`config.mk`:
```
export PLATFORM = sky130hd
export DESIGN_NAME = qpu_ram_arbiter
export DESIGN_NICKNAME = d
export VERILOG_FILES = /design/src/rtl/qpu_ram_arbiter.sv
export SDC_FILE = /design/constraint.sdc
export NUM_CORES = 1
export LEC_CHECK = 0
export ABC_AREA = 1
export BUFFER_PORTS_ARGS = -buffer_cell sky130_fd_sc_hd__buf_2
export CORE_MARGIN = 2
export CORE_UTILIZATION = 48
export DETAILED_ROUTE_END_ITERATION = 6
export HOLD_SLACK_MARGIN = 0.02
export PLACE_DENSITY = 0.92
export SKIP_CTS_REPAIR_TIMING = 1
export SLEW_MARGIN = 10
export SYNTH_ARGS = -nofsm -noshare
export SYNTH_HDL_FRONTEND = slang
export SYNTH_SLANG_ARGS = --single-unit
```
`constraint.sdc`:
```
create_clock -name clk -period 2.1 [get_ports clk]
set_clock_uncertainty 0.2 [all_clocks]
set_input_delay 0.21 -clock clk [delete_from_list [all_inputs] [get_ports clk]]
set_output_delay 0.21 -clock clk [all_outputs]
set_load 0.02 [all_outputs]
```
`src/rtl/qpu_ram_arbiter.sv`:
```
// qpu_ram_arbiter: shares the QPU working-RAM port between the QPU core and a
// host/debug port. The core has priority. The host is served in an idle core
// cycle, or after MAX_WAIT starved cycles by stalling the core for one slot.
// Each host access takes one HOST slot (RAM driven with the latched host
// fields) followed by one CAPT slot (read data returned by the sync-read RAM
// is captured). host_ack is registered, so it pulses in the cycle after CAPT.
`timescale 1ns/1ps

module qpu_ram_arbiter #(
  parameter int AW       = 10,
  parameter int DW       = 8,
  parameter int MAX_WAIT = 4
) (
  input  logic          clk,
  input  logic          reset,
  // core side
  input  logic          core_req,
  input  logic [AW-1:0] core_addr,
  input  logic [DW-1:0] core_wdata,
  input  logic          core_we,
  output logic          core_rdy,
  // host / debug side
  input  logic          host_req,
  input  logic [AW-1:0] host_addr,
  input  logic [DW-1:0] host_wdata,
  input  logic          host_we,
  output logic          host_ack,
  output logic [DW-1:0] host_rdata,
  // RAM macro side
  output logic [AW-1:0] ram_addr,
  output logic [DW-1:0] ram_wdata,
  output logic          ram_we,
  input  logic [DW-1:0] ram_rdata
);

  localparam int WCW = (MAX_WAIT < 1) ? 1 : $clog2(MAX_WAIT + 1);
  localparam logic [WCW-1:0] WAIT_MAX = WCW'(MAX_WAIT);

  typedef enum logic [1:0] {
    IDLE = 2'd0,
    HOST = 2'd1,
    CAPT = 2'd2
  } state_t;

  state_t         state_reg, state_next;
  logic [WCW-1:0] wait_cnt_reg, wait_cnt_next;
  logic [AW-1:0]  host_addr_reg;
  logic [DW-1:0]  host_wdata_reg;
  logic           host_we_reg;
  logic           host_ack_reg;
  logic [DW-1:0]  host_rdata_reg;
  logic           grant;

  // Host wins in IDLE when the core is quiet or the host has starved long enough.
  assign grant = host_req & (~core_req | (wait_cnt_reg == WAIT_MAX));

  // State and starvation counter registers.
  always_ff @(posedge clk) begin
    if (reset) begin
      state_reg    <= IDLE;
      wait_cnt_reg <= '0;
    end else begin
      state_reg    <= state_next;
      wait_cnt_reg <= wait_cnt_next;
    end
  end

  // Next-state logic; the counter only advances while host and core collide.
  always_comb begin
    state_next    = IDLE;
    wait_cnt_next = wait_cnt_reg;
    case (state_reg)
      IDLE: begin
        if (grant) begin
          state_next = HOST;
        end else if (host_req && core_req && (wait_cnt_reg != WAIT_MAX)) begin
          wait_cnt_next = wait_cnt_reg + WCW'(1);
        end
      end
      HOST: begin
        state_next    = CAPT;
        wait_cnt_next = '0;
      end
      CAPT: begin
        state_next = IDLE;
      end
      default: begin
        state_next    = IDLE;
        wait_cnt_next = '0;
      end
    endcase
  end

  // RAM port mux: core fields pass straight through except during the HOST slot.
  always_comb begin
    ram_addr  = core_addr;
    ram_wdata = core_wdata;
    ram_we    = core_req & core_we;
    core_rdy  = 1'b1;
    if (state_reg == HOST) begin
      ram_addr  = host_addr_reg;
      ram_wdata = host_wdata_reg;
      ram_we    = host_we_reg;
      core_rdy  = 1'b0;
    end
    // Reset blocks RAM writes and never stalls the core.
    if (reset) begin
      ram_we   = 1'b0;
      core_rdy = 1'b1;
    end
  end

  // Latch the host request at grant so the HOST slot is independent of host timing.
  always_ff @(posedge clk) begin
    if (reset) begin
      host_addr_reg  <= '0;
      host_wdata_reg <= '0;
      host_we_reg    <= 1'b0;
    end else if ((state_reg == IDLE) && grant) begin
      host_addr_reg  <= host_addr;
      host_wdata_reg <= host_wdata;
      host_we_reg    <= host_we;
    end
  end

  // Capture read data in CAPT and raise a one-cycle acknowledge after it.
  always_ff @(posedge clk) begin
    if (reset) begin
      host_ack_reg   <= 1'b0;
      host_rdata_reg <= '0;
    end else begin
      host_ack_reg <= (state_reg == CAPT);
      if ((state_reg == CAPT) && !host_we_reg) begin
        host_rdata_reg <= ram_rdata;
      end
    end
  end

  assign host_ack   = host_ack_reg;
  assign host_rdata = host_rdata_reg;

endmodule
```
* Yosys cells after proc, flatten, opt, wreduce, memory -nomap -nowiden
Cells that the tools add are included.
** Cells by class
- Add/sub/neg operators :: 1
- Multipliers :: 0
- Div/mod/pow operators :: 0
- Order comparisons :: 0
- Eq/ne operators :: 6
- Shift operators :: 0
- Muxes and demuxes :: 11
- Bitwise gates (word level) :: 5
- Reductions and logical operators :: 7
** Operators by type and width (number)
- $mux W10 :: 1
- $mux W8 :: 1
- $mux W3 :: 2
- $pmux W3 S2 :: 1
- $mux W1 :: 5
- $logic_and A1 B1 Y1 :: 4
- $ne A2 B2 Y1 const B :: 2
- $pmux W2 S2 :: 1
- $add A3 B1 Y3 const B :: 1
- $eq A3 B3 Y1 const B :: 1
- $ne A3 B3 Y1 const B :: 1
- $reduce_and A3 Y1 :: 1
- $and A1 B1 Y1 :: 2
- $eq A2 B1 Y1 const B :: 1
- $eq A2 B2 Y1 const B :: 1
- $logic_not A2 Y1 :: 1
- $not A1 Y1 :: 2
- $logic_not A1 Y1 :: 1
- $or A1 B1 Y1 :: 1
** Word-level totals
- Register bits after elaboration :: 33
- Bits in latches :: 0
- Memory bits (writable) :: 0
- Bits in read-only memories :: 0
- Input port bits :: 50
- Output and inout port bits :: 29
- Word-level logic and storage cells :: 37
- Memories :: 0

* Depth between registers and ports, before layout
- Word-level depth :: 5
- Mapped depth :: 9

* Least setup slack after synthesis
Ideal clock, no wire load.
- Path kind :: register -> output
- Start point :: register state_reg[1]
- End point :: output ram_we
- Arrival :: 1258 ps
- Required time :: 1690 ps
- Slack :: 432 ps
- Cell stages (with the launch flop) :: 6
- Buffers on the path :: 0
- Cells stage by stage :: dfxtp_1 > inv_2 > nand2_2 > nor2_1 > inv_1 > o21ai_0
** Between the ends
- Cells in the longest elaborated chain, start to end :: 3
** RTL lines
- start, declared :: RTL line 45 : state_t state_reg, state_next;
- start signal, assigned :: RTL line 63 : state_reg <= state_next;
- $eq A2 B1 Y1 :: RTL line 100 : if (state_reg == HOST) begin
- $mux W1 :: RTL line 100
- $mux W1 :: RTL line 107 : if (reset) begin
- end, declared :: RTL line 32 : output logic ram_we,
Every way passes these cells.

* Final worst setup path
- Start point :: register state_reg[1]
- End point :: output ram_wdata[4]
** Between the ends
- Cells in the longest elaborated chain, start to end :: 2
** RTL lines
- $eq A2 B1 Y1 :: RTL line 100
- $mux W8 :: RTL line 100
- end, declared :: RTL line 31 : output logic [DW-1:0] ram_wdata,
Every way passes these cells.

==> metrics.md <==
| Metric | Value |
|---|---|
| GRT Total Usage | `19.84%` |
| Clock slew at reported path FFs | `100 ps` |
| Worst-path cell chain | `inv_2 > nand2_2 > buf_4 > nand2_1 > nand2_1 > buf_2` |
| Multi-input gate area | `718.2 um^2` |
| Port buffer count | `78` |
| Vias/cell | `roughly 4.7` |
| DRC viols | `0` |
| WP data arrival | `1610 ps` |
| Die Ht | `slightly above 60 um` |
| Worst slew pin tran | `382.0 ps` |
| Cell taking the most area after synthesis | `dfxtp_1` |
| Commonest non-fill, non-tap cell in the layout | `buf_2` |
| Mapped cell area | `1559 um^2` |
| Routed WL | `4037 um` |
| Vias in the first global route | `1,368` |
| Share of the synthesized area in the top cell type | `between 40 and 50%` |
| Initial antenna violation count | `0` |
| Fin nets | `378` |
| Leak pwr | `approximately 1.1 nW` |
| #FFs+latches synth | `33` |
| GRT overflow | `0` |
| Period minus WS final | `2024 ps` |
| Seq/Total Area, Yosys | `42.38%` |
| CTS tree | `yes` |
| Area growth syn-to-layout | `44.86%` |
| DIE WIDTH | `60.99 um` |
| Largest register FFs | `10` |
| PwrDens | `609.8 nW/um^2` |
| Critical path's largest stage delay | `490 ps` |
| CP Depth | `6` |
| Initial Utilization | `between 50% and 60%` |
| Number of cell rows | `20` |
| Hold Path Cell Cnt | `3` |
| Synth unique cells | `18` |
| 1st-pass router iterations | `4` |
| Total number of vias | `around 1.7k` |
| Synth top area cells | `dfxtp_1, nand2_1, nor2_1` |
| Slew Limit Fails | `0` |
| CP dominant cell by count | `nand2_1` |
| HP Class | `in -> reg` |
| Final HPWL DP | `~2600 um` |
| Final Core Density | `73.37%` |
| Core area | `3078 um^2` |
| First-pass GRT wire length | `between 5000 and 6000 um` |
| Ys Warns | `0` |
| Io pins | `between 70 and 80` |
| F_max | `~500 MHz` |
| Max transition margin | `74.50%` |
| CP top delay family | `buffers and inverters` |
| Cts bufs inserted | `5` |
| Die area | `3720 um^2` |
| Max Cap Viol | `0` |
| CP Launch Type | `register` |
| H-Tree Depth | `2` |
| Reg2Reg Depth | `8` |
| CP Capture Type | `output port` |
| Violated checks | `hold timing` |
| Fillers | `274` |
| Clk buf depth | `2` |
| Clk_lat worst skew | `330 ps` |
| Clock Sinks | `33` |
| Pin count of the biggest net entering global routing | `29` |
| Crit path max fanout | `18` |
| Reg area | `660.6 um^2` |
| Post-Syn Nets | `273` |
| Final Setup Violations | `0` |
| Drt initial violations | `63` |
| Worst hold margin | `-13.08 ps` |
| Root Buffer | `clkbuf_4` |
| GPL Wtd Cong | `0.8390` |
| Syn Area/Cell | `7.054 um^2` |
| Period utilization | `96.37%` |
| Commonest cells after routing, fill and taps aside | `buf_2, nand2_1, nor2_1, dfxtp_1, dlygate4sd3_1` |
| Tot Pwr | `1.377 mW` |
| Share of cells above drive strength 1 | `29.66%` |
| CP Buf/Inv Count | `3` |
| Cells after synthesis | `221` |
| Fin Setup TNS | `0 ps` |
| Slowest-stage cell, CP | `dfxtp_1` |
| Drt wl/cell | `10.88 um` |
| Status | `finished with violations` |
| Final Hold Fails | `1` |
| Setup CP Type | `reg -> out` |
| Ant diodes | `0` |
| CP required | `1690 ps` |
| Maximum VDD drop | `0.5036 mV` |
| ANT nets after route | `0` |
## layer usage
metal	part of all wire [%]	global-route usage [%]
met5	0	0
met4	0.82	7.453
met3	6.9	6.183
met2	50	35.64
met1	42	21.81
## metrics by stage
stage | area [um^2] | setup slack (ps) | cells | hold WS, ps
floorplan | 1559 | 432.1 | 221 | 79.07
global placement | 1908 | 495.4 | 335 | 231.5
detailed placement | 1908 | 452.4 | 335 | 233.4
CTS | 1978 | 140.3 | 343 | -93.25
global route | 2258 | -33.12 | 371 | 24.84
finish | 2258 | 76.18 | 371 | -13.08
## logic make-up after synthesis
group,count (synthesis),synth area share [%]
buffers and inverters,28,11.56
AO/OA/AOI/OAI,39,12.52
adder cells (fa/ha/maj),2,1.605
AND/OR/NAND/NOR,119,31.94
flip-flops,33,42.38
## synthesized netlist by cell type
library cell / count
nand2_2: 2
o21ai_0: 17
inv_6: 1
buf_12: 2
nand2_1: 64
nand4_1: 2
clkbuf_1: 2
a21oi_1: 11
o21ai_1: 11
inv_2: 4
dfxtp_1: 33
nor2_1: 43
inv_1: 14
nand3_1: 5
nand3_4: 2
nor2_4: 1
ha_1: 2
buf_6: 5
## path summary, 6_finish.rpt
kind                            slack (ps)             from                 to
worst max-delay path                    80     state_reg[1]       ram_wdata[4]
worst min-delay path                   -10     ram_rdata[2]      host_rdata[2]
worst max register to register         430  wait_cnt_reg[0]  host_wdata_reg[3]
worst min register to register         250    host_rdata[4]      host_rdata[4]
## where the power goes
group	leakage, nW	switching [mW]	internal (mW)
Sequential	0.270	0.0193	0.661
Clock	0.0413	0.207	0.194
Combinational	0.815	0.161	0.135
## worst register-to-register path: stages, from the launching register on
cell     delay (ps)
dfxtp_1         340
inv_1            80
ha_1            160
nand2_2          70
nand2_1         120
nand3_4         240
inv_6           230
nor2_1           60
nor2_1          100
## area by class of cell
type | instances | share of cell area (%)
multi-input cells | 160 | 31.80
repair buffers | 107 | 30.03
flip-flops and latches | 33 | 29.25
inverters | 19 | 3.379
clock buffers | 7 | 2.881
well taps | 44 | 2.438
clock inverters | 1 | 0.2216
Note: power is estimated with default switching activity, not from simulation.
